===== src/rtl/wb_commit_pkg.sv =====
// Shared constants for the writeback/commit stage: LoongArch exception codes,
// exception-vector bit positions and the commit FSM state encoding.
package wb_commit_pkg;

    typedef enum logic [1:0] {
        ST_IDLE  = 2'd0,
        ST_FULL  = 2'd1,
        ST_DRAIN = 2'd2
    } wb_state_e;

    localparam int EXCP_INT   = 0;
    localparam int EXCP_ADEF  = 1;
    localparam int EXCP_ITLBR = 2;
    localparam int EXCP_PIF   = 3;
    localparam int EXCP_IPPI  = 4;
    localparam int EXCP_SYS   = 5;
    localparam int EXCP_BRK   = 6;
    localparam int EXCP_INE   = 7;
    localparam int EXCP_IPE   = 8;
    localparam int EXCP_ALE   = 9;
    localparam int EXCP_RSVD  = 10;
    localparam int EXCP_DTLBR = 11;
    localparam int EXCP_PME   = 12;
    localparam int EXCP_DPPI  = 13;
    localparam int EXCP_PIS   = 14;
    localparam int EXCP_PIL   = 15;
    localparam int EXCP_NBITS = 16;

    localparam logic [5:0] ECODE_INT  = 6'h00;
    localparam logic [5:0] ECODE_PIL  = 6'h01;
    localparam logic [5:0] ECODE_PIS  = 6'h02;
    localparam logic [5:0] ECODE_PIF  = 6'h03;
    localparam logic [5:0] ECODE_PME  = 6'h04;
    localparam logic [5:0] ECODE_PPI  = 6'h07;
    localparam logic [5:0] ECODE_ADE  = 6'h08;
    localparam logic [5:0] ECODE_ALE  = 6'h09;
    localparam logic [5:0] ECODE_SYS  = 6'h0B;
    localparam logic [5:0] ECODE_BRK  = 6'h0C;
    localparam logic [5:0] ECODE_INE  = 6'h0D;
    localparam logic [5:0] ECODE_IPE  = 6'h0E;
    localparam logic [5:0] ECODE_TLBR = 6'h3F;

    localparam logic [8:0] ESUBCODE_NONE = 9'h000;

    function automatic logic [5:0] excp_ecode(input int idx);
        logic [5:0] code;
        case (idx)
            EXCP_ADEF:              code = ECODE_ADE;
            EXCP_ITLBR, EXCP_DTLBR: code = ECODE_TLBR;
            EXCP_PIF:               code = ECODE_PIF;
            EXCP_IPPI, EXCP_DPPI:   code = ECODE_PPI;
            EXCP_SYS:               code = ECODE_SYS;
            EXCP_BRK:               code = ECODE_BRK;
            EXCP_INE:               code = ECODE_INE;
            EXCP_IPE:               code = ECODE_IPE;
            EXCP_ALE:               code = ECODE_ALE;
            EXCP_PME:               code = ECODE_PME;
            EXCP_PIS:               code = ECODE_PIS;
            EXCP_PIL:               code = ECODE_PIL;
            default:                code = ECODE_INT;
        endcase
        return code;
    endfunction

endpackage


===== src/rtl/wb_commit_excp_prio_enc.sv =====
// Combinational exception-vector priority encoder: lowest set bit wins and maps
// to {ecode, esubcode}; the reserved bit never selects a code.
module excp_prio_enc
    import wb_commit_pkg::*;
#(
    parameter int EXCP_W = 16
) (
    input  logic [EXCP_W-1:0] excp_i,
    output logic [5:0]        ecode_o,
    output logic [8:0]        esubcode_o
);

    localparam int NB = (EXCP_W < EXCP_NBITS) ? EXCP_W : EXCP_NBITS;

    // Scan high to low so the last (lowest) hit overwrites earlier ones.
    always_comb begin
        ecode_o    = ECODE_INT;
        esubcode_o = ESUBCODE_NONE;
        for (int i = NB - 1; i >= 0; i--) begin
            if (i != EXCP_RSVD && excp_i[i]) begin
                ecode_o    = excp_ecode(i);
                esubcode_o = ESUBCODE_NONE;
            end
        end
    end

endmodule


===== src/rtl/wb_commit.sv =====
// Registered writeback/commit stage: holds one instruction, commits it to the
// register file, raises exception/ertn flushes and counts retirements. WB_SOFT_INT_EN adds soft_int.
module wb_commit
    import wb_commit_pkg::*;
#(
    parameter int DATA_W = 32,
    parameter int REG_AW = 5,
    parameter int EXCP_W = 16,
    parameter int CSR_W  = 47,
    parameter int CNT_W  = 64
) (
    input  logic                       clk,
    input  logic                       reset,
    input  logic                       left_valid,
    output logic                       left_ready,
    input  logic                       commit_stall,
    input  logic [DATA_W-1:0]          in_pc,
    input  logic [DATA_W-1:0]          in_inst,
    input  logic [DATA_W-1:0]          in_result,
    input  logic [REG_AW-1:0]          in_wreg_idx,
    input  logic                       in_wreg_en,
    input  logic                       in_inst_valid,
    input  logic                       in_break,
    input  logic [EXCP_W-1:0]          in_excp,
    input  logic                       in_ertn,
    input  logic [CSR_W-1:0]           in_csr,
`ifdef WB_SOFT_INT_EN
    input  logic                       soft_int,
`endif
    output logic                       rf_we,
    output logic [REG_AW-1:0]          rf_waddr,
    output logic [DATA_W-1:0]          rf_wdata,
    output logic [DATA_W+REG_AW:0]     wb_bypass,
    output logic [CSR_W-1:0]           wb_csr,
    output logic                       excp_flush,
    output logic                       ertn_flush,
    output logic [5:0]                 ecode,
    output logic [8:0]                 esubcode,
    output logic [DATA_W-1:0]          excp_era,
    output logic                       retire_valid,
    output logic [DATA_W-1:0]          retire_pc,
    output logic [DATA_W-1:0]          retire_inst,
    output logic                       retire_break,
    output logic [CNT_W-1:0]           instret,
    output logic [1:0]                 dbg_state
);

    localparam int NB = (EXCP_W < EXCP_NBITS) ? EXCP_W : EXCP_NBITS;

    wb_state_e          state_q, state_d;
    logic [DATA_W-1:0]  pc_q, inst_q, result_q;
    logic [REG_AW-1:0]  widx_q;
    logic               wen_q, ivalid_q, break_q, ertn_q;
    logic [NB-1:0]      excp_q;
    logic [CSR_W-1:0]   csr_q;
    logic [CNT_W-1:0]   instret_q, instret_d;
    logic               load;
    logic               soft_int_w;
    logic               excp_any;
    logic               commit;
    logic [5:0]         enc_ecode;
    logic [8:0]         enc_esubcode;

    generate
        if (EXCP_W > NB) begin : g_excp_hi
            logic unused_excp_hi;
            assign unused_excp_hi = ^in_excp[EXCP_W-1:NB];
        end
    endgenerate

`ifdef WB_SOFT_INT_EN
    assign soft_int_w = soft_int;
`else
    assign soft_int_w = 1'b0;
`endif

    excp_prio_enc #(.EXCP_W(NB)) u_enc (
        .excp_i     (excp_q),
        .ecode_o    (enc_ecode),
        .esubcode_o (enc_esubcode)
    );

    // Reset gates commit so an instruction held across reset never retires.
    assign excp_any = (|excp_q) | soft_int_w;
    assign commit   = reset && (state_q == ST_FULL) && !commit_stall;

    always_comb begin
        state_d    = state_q;
        load       = 1'b0;
        left_ready = 1'b0;
        case (state_q)
            ST_IDLE: begin
                left_ready = 1'b1;
                if (left_valid) begin
                    load    = 1'b1;
                    state_d = ST_FULL;
                end
            end
            ST_FULL: begin
                if (!commit_stall) begin
                    if (excp_any || ertn_q) begin
                        state_d = ST_DRAIN;
                    end else begin
                        left_ready = 1'b1;
                        if (left_valid) begin
                            load = 1'b1;
                        end else begin
                            state_d = ST_IDLE;
                        end
                    end
                end
            end
            ST_DRAIN: begin
                left_ready = 1'b1;
                state_d    = ST_IDLE;
            end
            default: state_d = ST_IDLE;
        endcase
        left_ready = left_ready & reset;
        instret_d  = instret_q;
        if (commit && !excp_any) begin
            instret_d = instret_q + CNT_W'(1);
        end
    end

    always_ff @(posedge clk) begin
        if (!reset) begin
            state_q   <= ST_IDLE;
            pc_q      <= '0;
            inst_q    <= '0;
            result_q  <= '0;
            widx_q    <= '0;
            wen_q     <= 1'b0;
            ivalid_q  <= 1'b0;
            break_q   <= 1'b0;
            ertn_q    <= 1'b0;
            excp_q    <= '0;
            csr_q     <= '0;
            instret_q <= '0;
        end else begin
            state_q   <= state_d;
            instret_q <= instret_d;
            if (load) begin
                pc_q     <= in_pc;
                inst_q   <= in_inst;
                result_q <= in_result;
                widx_q   <= in_wreg_idx;
                wen_q    <= in_wreg_en;
                ivalid_q <= in_inst_valid;
                break_q  <= in_break;
                ertn_q   <= in_ertn;
                excp_q   <= in_excp[NB-1:0];
                csr_q    <= in_csr;
            end
        end
    end

    assign rf_we        = commit && !excp_any && wen_q && ivalid_q;
    assign rf_waddr     = widx_q;
    assign rf_wdata     = result_q;
    assign wb_bypass    = {result_q, widx_q,
                           wen_q && reset && (state_q == ST_FULL) && !excp_any};
    assign wb_csr       = {csr_q[CSR_W-1] && commit && !excp_any, csr_q[CSR_W-2:0]};
    assign excp_flush   = commit && excp_any;
    assign ertn_flush   = commit && !excp_any && ertn_q;
    assign ecode        = soft_int_w ? ECODE_INT : enc_ecode;
    assign esubcode     = soft_int_w ? ESUBCODE_NONE : enc_esubcode;
    assign excp_era     = pc_q;
    assign retire_valid = commit && !excp_any;
    assign retire_pc    = pc_q;
    assign retire_inst  = inst_q;
    assign retire_break = commit && !excp_any && break_q;
    assign instret      = instret_q;
    assign dbg_state    = state_q;

endmodule

===== config.mk =====
export PLATFORM = sky130hd
export DESIGN_NAME = wb_commit
export DESIGN_NICKNAME = d
export VERILOG_FILES = /design/src/rtl/wb_commit_pkg.sv /design/src/rtl/wb_commit_excp_prio_enc.sv /design/src/rtl/wb_commit.sv
export SDC_FILE = /design/constraint.sdc
export NUM_CORES = 1
export LEC_CHECK = 0
export BUFFER_PORTS_ARGS = -buffer_cell sky130_fd_sc_hd__buf_2
export CAP_MARGIN = 20
export CORE_AREA = 2 2 185 187
export CTS_CLUSTER_DIAMETER = 120
export CTS_CLUSTER_SIZE = 10
export DETAILED_ROUTE_END_ITERATION = 8
export DIE_AREA = 0 0 187 189
export GPL_TIMING_DRIVEN = 0
export MAX_ROUTING_LAYER = met4
export PLACE_DENSITY = 0.59
export SYNTH_ARGS = -nofsm -noshare
export SYNTH_HDL_FRONTEND = slang
export SYNTH_SLANG_ARGS = --single-unit
export TNS_END_PERCENT = 50

===== constraint.sdc =====
create_clock -name clk -period 7.8 [get_ports clk]
set_clock_uncertainty 0.1 [all_clocks]
set_input_delay 0.78 -clock clk [delete_from_list [all_inputs] [get_ports clk]]
set_output_delay 0.78 -clock clk [all_outputs]
set_load 0.1 [all_outputs]

* Word-level counts from Yosys, hierarchy flattened
Index checks and enable logic that the tools add are counted.
Storage, ports and cells: bits in registers 234, output and inout bits 305, logic and storage cells 66
Cells by class: $add $sub $neg 1, equal/unequal tests 5, muxes and demuxes 27, bitwise operators 1, reduce and logical (&&, ||, !) cells 20
Operator list (count):
- 2-to-1 mux 6 bit | 14
- adder 64 x 1 -> 64 bit, second input constant | 1
- OR reduction 16 bit | 1
- logical AND 1 bit | 13
- 2-to-1 mux 2 bit | 4
- 2-to-1 mux 1 bit | 6
- inequality test 2 bit, second input constant | 2
- one-hot mux 1 bit (2 select lines) | 2
- one-hot mux 2 bit (2 select lines) | 1
- inequality test 3 x 2 -> 1 bit, second input constant | 1
- AND reduction 3 bit | 1
- equality test 2 x 1 -> 1 bit, second input constant | 1
- equality test 2 bit, second input constant | 1
- logical NOT 1 bit | 2
- logical NOT 2 bit | 1
- OR reduction 2 bit | 1
- AND 1 bit | 1
- logical OR 1 bit | 1

* Depth between registers and ports, before layout
Gate-level depths: netlist of the first run.
depth in word-level cells 15, mapped depth 10

* Cells and area by module
A second synthesis of the first run with hierarchy kept.
Second synthesis, totals: cell total of the unflattened synthesis 1322, area total of the unflattened synthesis 10338.7 µm²
By module, submodules not included:
- wb_commit | instances 1, cells each 1283, area each 10102.2 µm², sequential area each 4684.5 µm²
- excp_prio_enc | instances 1, cells each 39, area each 236.5 µm², sequential area each 0.0 µm²

* Least setup slack after synthesis of the first run
No wires, ideal clock.
path kind reg2out, start register state_q[0] (netlist: dbg_state[0]), end output rf_we, arrival 3.824 ns, data required time 6.920 ns, path slack 3.096 ns, cell stages (with the launch flop) 5, path buffers 1, cells stage by stage dfxtp_1 -> nand4bb_1 -> buf_2 -> nor3_2 -> and3_1
On the way: cells in the longest elaborated chain, start to end 6
RTL lines:
- start, declared | line wb_commit.sv:50 | wb_state_e state_q, state_d;
- start signal, assigned | line wb_commit.sv:141 | state_q <= state_d;
- equality test 2 x 1 -> 1 bit | line wb_commit.sv:85 | assign commit = reset && (state_q == ST_FULL) && !commit_stall;
- logical AND 1 bit (2 in a row) | line wb_commit.sv:85
- logical AND 1 bit
- via retire_valid | line wb_commit.sv:40 | output logic retire_valid,
- logical AND 1 bit (2 in a row) | line wb_commit.sv:158 | assign rf_we = commit && !excp_any && wen_q && ivalid_q;
- end, declared | line wb_commit.sv:30 | output logic rf_we,
The timed path passes the listed nets, and every way through them passes these cells.

* Final worst setup path of the first run
start register excp_q[2], end output left_ready
On the way: cells in the longest elaborated chain, start to end 6
RTL lines:
- start, declared | line wb_commit.sv:54 | logic [NB-1:0] excp_q;
- start signal, assigned | line wb_commit.sv:152 | excp_q <= in_excp[NB-1:0];
- OR reduction 16 bit | line wb_commit.sv:84 | assign excp_any = (|excp_q) | soft_int_w;
- logical OR 1 bit | line wb_commit.sv:101 | if (excp_any || ertn_q) begin
- 2-to-1 mux 1 bit | line wb_commit.sv:101
- 2-to-1 mux 1 bit | line wb_commit.sv:100 | if (!commit_stall) begin
- one-hot mux 1 bit (2 select lines) | line wb_commit.sv:91 | case (state_q)
- AND 1 bit | line wb_commit.sv:119 | left_ready = left_ready & reset;
- end, declared | line wb_commit.sv:15 | output logic left_ready,
No other way between the ends.

==> reports/metrics.yaml, run 1 <==
root_buffer: "clkbuf_16"
chipHeight_um: 189
cts_hold_buffers: 0
worstSetupPathType: "flip-flop to output pin"
r2r_start: "excp_q[2]$_SDFFE_PN0P_"
postSynthAreaPerCell_um2: 7.77
cap_violations: 0
worst_pin_slew_ns: 0.877
p_sw_frac: 0.411
dpl_worst_slack_ns: 3.86
nets: 2020
power_switching_uw: 1450
internal_power_uw: 2080
yosys.area_share.simple: 0.258
hp-start: "csr_q[46]$_SDFFE_PN0P_"
ys_types: 45
grt_usage: 0.217
synthAdderAreaFrac: 0.00120
synth_top_family_by_area: "simple AND/OR/NAND/NOR gates"
syn_to_final_growth_pct: 34.9
fill_cells: 3507
leakage_uw: 0.00642
setup_viol: 0
seqPwrFrac: 0.372
hold_end: "csr_q[46]$_SDFFE_PN0P_"
antenna_found_initial: 4
io_pins: 477
ys_seq_elements: 234
gr-total-overflow: 0
synth_most_common_cell: "nand2_1"
die_area_um2: 35300
async_reset_ff_frac: 0
finalHoldViolations: 0
cts_sinks: 234
synth_area_um2: 10400
vias: 11236
die_w_um: 187
period_minus_slack_ns: 4.30
post-route-period-util: 0.551
setup_tns_ns: 0
yosysWarnings: 0
r2r_end: "excp_era[28]$_SDFFE_PN0P_"
regArea_um2: 4680
setup_slack_ns: 3.50
grt_pass1_vias: 10463
ys_seq_area_frac: 0.449
place_congestion: 0.853
numCtsBuffers: 27
initial_core_util: 0.313
drc_errors: 0
core-area_um2: 33300
slew_headroom: 0.410
grt_pass1_wl_um: 59300
rows: 67
cts_tree: "built"
netlist_instances: 1341
status: "finished, final reports clean"
power_uw: 3540
yosysTopAreaCellShare: 0.449
synth-edff-count: 0
synth_ff_type: "dfxtp_1"
cts_buffer_depth: 3
wl_per_cell_um: 17.0
drt-pass1-iter-count: 5
maxSlewViolCount: 0
post-cts-setup-buffers: 0
ys_top_cells_by_area: "dfxtp_1, nand2_1, a21oi_1"
hold_depth: 2
path_clk_slew_ns: 0.05
holdCritPathClass: "flip-flop to flip-flop"
vias_per_cell: 4.89
crit_arrival_ns: 3.42
synth_xor_area_frac: 0.00672
worstSetupStartpointType: "flip-flop"
yosysTopAreaCell: "dfxtp_1"
synth-compound-area-share: 0.152
multi_input_area_um2: 4450
clkPwrFrac: 0.306
h-tree-depth: 1
irDropWorstVdd_uv: 176
drive_gt1_frac: 0.349
wl_um: 39100
io_buffers: 467
power_density_nw_per_um2: 251
reg2reg_depth: 8
path_max_fanout: 10
critPathRequiredTime_ns: 6.92
insertion_delay_ns: 0.54
grt_max_degree: 13
dr.first_iter.drc_count: 640
critPathCaptureType: "output pin"
rsz0062_at_grt: "false"
fmax_mhz: 233
ant_nets: 0
dp_hpwl_um: 30200
synth_commonest_cells: "nand2_1, dfxtp_1, a21oi_1"
cts_resized: 0
regToRegSetupSlack_ns: 3.86
p_comb_frac: 0.323
muxShareOfSynthArea: 0.00576
worst max path at each step:
stage | from | end | slack (ns) | depth (start not counted)
after floorplan | dbg_state[0]$_SDFFE_PN0P_ | rf_we | 3.10 | 4
after global placement | excp_q[2]$_SDFFE_PN0P_ | csr_q[0]$_SDFFE_PN0P_ | 3.58 | 7
after detailed placement | excp_q[2]$_SDFFE_PN0P_ | excp_era[29]$_SDFFE_PN0P_ | 3.86 | 8
after CTS | excp_q[2]$_SDFFE_PN0P_ | rf_we | 3.49 | 5
after global routing | excp_q[2]$_SDFFE_PN0P_ | left_ready | 3.21 | 7
final | excp_q[2]$_SDFFE_PN0P_ | left_ready | 3.50 | 7
routing by layer:
metal / wire length [µm] / global-route usage / share of wire / up-vias
li1: - / - / - / 5493
met4: 1010 / 0.0574 / 0.026 / 0
met1: 15900 / 0.267 / 0.41 / 5254
met2: 19200 / 0.365 / 0.49 / 427
met3: 2940 / 0.0400 / 0.075 / 62
met5: 0 / - / 0 / -
layout by cell type, fill, tap and decap left out, drive strengths merged, types with 3 or more instances in the layout:
cell and n:
mux2i 6, a21oi 222, inv 8, diode 5
nand3 29, nor4 22, o31ai 35, nor3 14
nand2 376, or2 3, and4 7, clkbuf 97
nor2 28, buf 610, conb 9, dfxtp 234
nand4b 5, or4 35, and3 8, o21ai 9
nand2b 7, and2 8, xnor2 8, or3 10
o41ai 7, nand4 29, o21bai 3
power groups by stage:
stage	sequential (µW)	combinational, µW	clock (µW)
3_5_place_dp	1340	1150	0
4_1_cts	1310	1150	1120
5_1_grt	1320	1190	1170
3_3_place_gp	1340	1140	0
6_report	1310	1140	1080
2_1_floorplan	1610	648	0
critical path, stage by stage, from the launching register on:
cell	delay, ns
dfxtp_1	0.36
nor4_1	0.70
nand3_1	0.50
clkbuf_1	0.37
nor3_1	0.27
nand2_1	0.09
a21oi_1	0.14
buf_2	0.45
through the flow:
| step | instance area [µm²] | utilization | hold WS [ns] | cells |
|---|---|---|---|---|
| 2_1_floorplan | 10500 | - | 0.332 | 1349 |
| 5_1_grt | 14100 | 0.422 | 0.362 | 2298 |
| 3_3_place_gp | 13400 | 0.401 | 0.339 | 2264 |
| 3_5_place_dp | 13400 | 0.402 | 0.343 | 2266 |
| 4_1_cts | 14100 | 0.422 | 0.350 | 2294 |
| 6_report | 14100 | 0.423 | 0.348 | 2299 |
registers in the layout (all words and copies together) (netlist names):
name and flops:
instret 64, csr_q 47, excp_era 32, retire_inst 32
rf_wdata 32, excp_q 16, rf_waddr 5, dbg_state 2
break_q 1, ertn_q 1, ivalid_q 1, wen_q 1
logic make-up after synthesis:
kind of cell / count (synthesis)
buf+inv: 219
simple gates: 586
flops: 234
mux: 6
other cells: 1
xor+xnor: 8
compound gates: 286
fa+ha+maj: 1
area by class of cell:
type                            count  area share
Sequential cell                   234       0.333
Inverter                            8     0.00214
Tap cell                          448      0.0399
Multi-Input combinational cell    896       0.317
Buffer                            211      0.0916
Clock inverter                      1    0.000623
Clock buffer                       27      0.0480
Antenna cell                        5    0.000890
Timing Repair Buffer              469       0.167
Note: power is estimated with default switching activity, not from simulation.
==> run 2: changes to the inputs <==
Clock period 7.8 ns to 4.01 ns, I/O delays scaled along.
==> run 2 against run 1 <==
Against the previous run:
- utilization increased by 4.3 points
- wire length increased by 5.3%
- non-clock buffer count increased by 140
- combinational power increased by 110%
- setup slack got worse by 3.2 ns
- critical path type unchanged
- hold slack got worse by 0.33 ns
- first-iteration DRC count increased by 4.8%
- sequential share of layout area decreased by 3.1 points
- global-route usage increased by 1.2 points
==> reports/metrics.yaml, run 2 (synthesis results as in run 1) <==
status: "finished, final reports clean"
vias: 11812
critical_path_buf_inv_count: 2
period_minus_slack_ns: 3.70
insertion_delay_ns: 0.54
syn_to_final_growth_pct: 48.5
cts_buffer_depth: 3
worst_pin_slew_ns: 0.900
critPathCaptureType: "output pin"
post-route-period-util: 0.924
power_uw: 7020
path_clk_slew_ns: 0.06
maxSlewViolCount: 0
wl_um: 41200
worstSetupPathType: "flip-flop to output pin"
dr.first_iter.drc_count: 671
numCtsBuffers: 27
gr-total-overflow: 0
holdCritPathClass: "primary input to flip-flop"
slew_headroom: 0.394
setup_slack_ns: 0.305
drt-pass1-iter-count: 5
die_area_um2: 35300
layout.cells.most_common_list: "buf_2, nand2_1, dfxtp_1"
irDropWorstVdd_uv: 366
cp_slowest_cell: "nor4_2"
die_w_um: 187
chipHeight_um: 189
worstSetupStartpointType: "flip-flop"
grt_usage: 0.229
post-cts-setup-buffers: 0
mostFrequentLayoutCell: "buf_2"
finalHoldViolations: 0
drc_errors: 0
root_buffer: "clkbuf_16"
cp_top_family: "simple AND/OR/NAND/NOR gates"
placed_area_um2: 13400
largest_reg_flops: 64
antenna_found_initial: 4
initial_core_util: 0.313
cap_violations: 0
ant_nets: 0
grt_pass1_vias: 11512
crit_arrival_ns: 3.20
dp.cells: 2266
dp_hpwl_um: 30600
cpPeakStageDelay_ns: 0.50
rsz0062_at_grt: "false"
wl_per_cell_um: 16.9
final_area_um2: 15500
h-tree-depth: 1
holdWs_ns: 0.0189
grt_max_degree: 14
dpl_worst_slack_ns: 0.285
fmax_mhz: 270
io_pins: 477
critPathRequiredTime_ns: 3.51
stdcell_count: 2440
cts_tree: "built"
grt_pass1_wl_um: 63500
path_cells: "nor4_2, nand3_1, clkbuf_1, nor3_1, nand2_1, a21oi_1, buf_2"
rows: 67
place_congestion: 0.840
core-area_um2: 33300
nets: 2160
drive_gt1_frac: 0.325
setup_viol: 0
cts_sinks: 234
power_density_nw_per_um2: 453
io_buffers: 467
path_max_fanout: 10
vias_per_cell: 4.84
leakage_uw: 0.00701
## run 2: cell count changes in the layout (fill, tap and decap cells not counted), sizes merged
| cell | before | now |
|---|---|---|
| dlygate4sd3 | 0 | 140 |
| inv | 8 | 9 |
## run 2: area by class of cell
class / count / area, µm²
plain buffers: 211 / 1290
diodes: 5 / 12.5
multi-input cells: 896 / 4470
clock buffers: 27 / 676
well taps: 448 / 561
repair buffers: 609 / 3750
inverters: 8 / 30.0
fillers: 3377 / 17800
clock inverters: 2 / 17.5
flip-flops and latches: 234 / 4680
## run 2: final timing paths
check	to	slack (ns)	cells after the start	startpoint
worst min register to register	csr_q[4]$_SDFFE_PN0P_	0.35	2	csr_q[4]$_SDFFE_PN0P_
worst max-delay path	left_ready	0.31	7	excp_q[2]$_SDFFE_PN0P_
worst min-delay path	csr_q[4]$_SDFFE_PN0P_	0.02	3	in_csr[4]
worst max register to register	excp_era[29]$_SDFFE_PN0P_	0.62	7	excp_q[2]$_SDFFE_PN0P_
## run 2: tightest hold or removal path: stages
cell and delay (ns):
buf_2 0.10, nand2_1 0.05, a21oi_1 0.05
## run 2: timing repair
item	in CTS	in global routing
resized for setup	0	1
setup endpoints to repair	0	18
hold buffers	140	0
endpoints found under the hold margin	140	0
## run 2: metrics by stage
step | setup TNS, ns | utilization
after floorplan | 0 | -
after global placement | -15.66 | 0.401
after detailed placement | 0 | 0.402
after CTS | 0 | 0.465
after global routing | 0 | 0.465
final | 0 | 0.465
## run 2: metal layers
| metal | up-vias | share of wire | wire length (µm) | track usage |
|---|---|---|---|---|
| met2 | 439 | 0.49 | 20200 | 0.386 |
| met4 | 0 | 0.031 | 1260 | 0.0705 |
| met1 | 5520 | 0.42 | 17300 | 0.284 |
| met5 | - | 0 | 0 | - |
| li1 | 5783 | - | - | - |
| met3 | 70 | 0.057 | 2360 | 0.0334 |
## run 2: power breakdown
part	total [µW]	internal, µW	switching (µW)
registers	2550	2460	98.4
clock network	2120	1180	939
logic	2350	506	1840
==> run 3: changes to the inputs <==
Settings changed: CELL_PAD_IN_SITES_DETAIL_PLACEMENT set to 0, CELL_PAD_IN_SITES_GLOBAL_PLACEMENT set to 1, CORE_AREA 2 2 185 187 to 2 2 187 189, DIE_AREA 0 0 187 189 to 0 0 189 191, PLACE_DENSITY 0.59 to 0.78.
==> run 3 against run 2 <==
Against the previous run:
- total power is essentially flat
- via count shrank 0.99%
- utilization shrank 1.2 points
- register-to-register slack gained 0.12 ns
- clock power is essentially flat
- die area grew 2.1%
- combinational power is essentially flat
- hold slack is essentially flat
- largest power group unchanged
==> reports/metrics.yaml, run 3 (synthesis results as in run 1) <==
status: "finished, final reports clean"
holdCritPathClass: "primary input to flip-flop"
p_sw_frac: 0.410
initial_core_util: 0.306
fill_cells: 3512
worstSetupStartpointType: "flip-flop"
ant_nets: 0
setup_tns_ns: 0
worst_pin_slew_ns: 0.986
critPathCaptureType: "output pin"
wl_met3_um: 2690
cts_tree: "built"
insertion_delay_ns: 0.54
die_w_um: 189
period_minus_slack_ns: 3.63
io_buffers: 467
placed_area_um2: 13400
p_comb_frac: 0.333
cap_violations: 0
drive_gt1_frac: 0.326
largest_reg_flops: 64
vias_per_cell: 4.78
wl_per_cell_um: 16.6
critPathRequiredTime_ns: 3.51
numCtsBuffers: 27
fmax_mhz: 276
core-area_um2: 34100
dr.first_iter.drc_count: 579
path_clk_slew_ns: 0.06
power_density_nw_per_um2: 454
die_area_um2: 36100
grt_max_degree: 14
syn_to_final_growth_pct: 48.5
r2r_start: "excp_q[2]$_SDFFE_PN0P_"
clkPwrFrac: 0.303
io_pins: 477
wl_um: 40700
worstSetupPathType: "flip-flop to output pin"
power_switching_uw: 2880
drc_errors: 0
rsz0062_at_grt: "false"
grt_pass1_vias: 11213
cts_sinks: 234
nets: 2159
wl_met1_um: 16900
critPathLaunch: "excp_q[2]$_SDFFE_PN0P_"
gr-total-overflow: 0
slew_headroom: 0.337
root_buffer: "clkbuf_16"
multi_input_area_um2: 4470
wl_met2_um: 20100
vias: 11695
top_layer: "met4"
path_max_fanout: 10
final_area_um2: 15500
rows: 68
seqPwrFrac: 0.363
h-tree-depth: 1
internal_power_uw: 4140
layout.cells.most_common_list: "buf_2, nand2_1, dfxtp_1"
dp_hpwl_um: 30700
place_congestion: 0.882
hp-start: "in_result[24]"
grt_pass1_wl_um: 61000
crit_arrival_ns: 3.13
chipHeight_um: 191
leakage_uw: 0.00701
antenna_found_initial: 4
grt_usage: 0.218
irDropWorstVdd_uv: 352
finalHoldViolations: 0
setup_viol: 0
drt-pass1-iter-count: 5
post-route-period-util: 0.905
mostFrequentLayoutCell: "buf_2"
cts_buffer_depth: 3
regArea_um2: 4680
maxSlewViolCount: 0
[run 3: cell types whose count changed in the layout (fill, tap and decap cells not counted), sizes merged]
cell / before / now
clkbuf: 97 / 98
diode: 5 / 4
dlygate4sd3: 140 / 139
buf: 610 / 609
[run 3: metrics by stage]
| stage | power, µW | utilization | setup slack [ns] | hold slack (ns) | instances |
|---|---|---|---|---|---|
| after floorplan | 4390 | - | 0.0229 | 0.332 | 1349 |
| after global placement | 4820 | 0.392 | -0.103 | 0.339 | 2271 |
| after detailed placement | 4830 | 0.392 | 0.198 | 0.347 | 2272 |
| after CTS | 7100 | 0.453 | 0.106 | 0.000104 | 2440 |
| after global routing | 7290 | 0.454 | 0.123 | 0.00671 | 2445 |
| final | 7030 | 0.454 | 0.382 | 0.0186 | 2445 |
[run 3: final timing paths]
check	end	depth (start not counted)	slack (ns)
worst min register to register	csr_q[11]$_SDFFE_PN0P_	2	0.35
worst max register to register	excp_era[30]$_SDFFE_PN0P_	8	0.74
worst min-delay path	rf_wdata[24]$_SDFFE_PN0P_	3	0.02
worst max-delay path	left_ready	7	0.38
[run 3: critical path: stages (launching register included)]
cell and delay [ns]:
dfxtp_1 0.36, nor4_2 0.46, nand3_1 0.42, clkbuf_1 0.38, nor3_1 0.26, nand2_1 0.08
a21oi_1 0.15, buf_2 0.46
[run 3: area by class of cell]
cell class | count | share of cell area
antenna | 4 | 0.000647
buffer | 211 | 0.0833
clock buffer | 27 | 0.0436
clock inverter | 2 | 0.00113
inverter | 8 | 0.00194
multi-input combinational | 896 | 0.288
sequential | 234 | 0.303
tap | 455 | 0.0368
timing repair buffer | 608 | 0.241
[run 3: power by group through the flow]
stage	combinational [µW]	clock, µW	sequential (µW)
final	2340	2130	2550
after global routing	2450	2270	2570
after CTS	2350	2200	2550
after detailed placement	2230	0	2600
after global placement	2230	0	2600
after floorplan	1260	0	3130
[run 3: what timing repair did]
item / CTS / global route
endpoints found under the setup margin: 0 / 35
gates resized for setup: 0 / 3
hold buffers: 139 / 0
buffers inserted: 0 / 0
endpoints found under the hold margin: 139 / 0
[run 3: metal layers]
layer	vias up	GRT usage
li1	5773	-
met1	5412	0.267
met2	436	0.372
met3	74	0.0349
met4	0	0.0565
met5	-	-
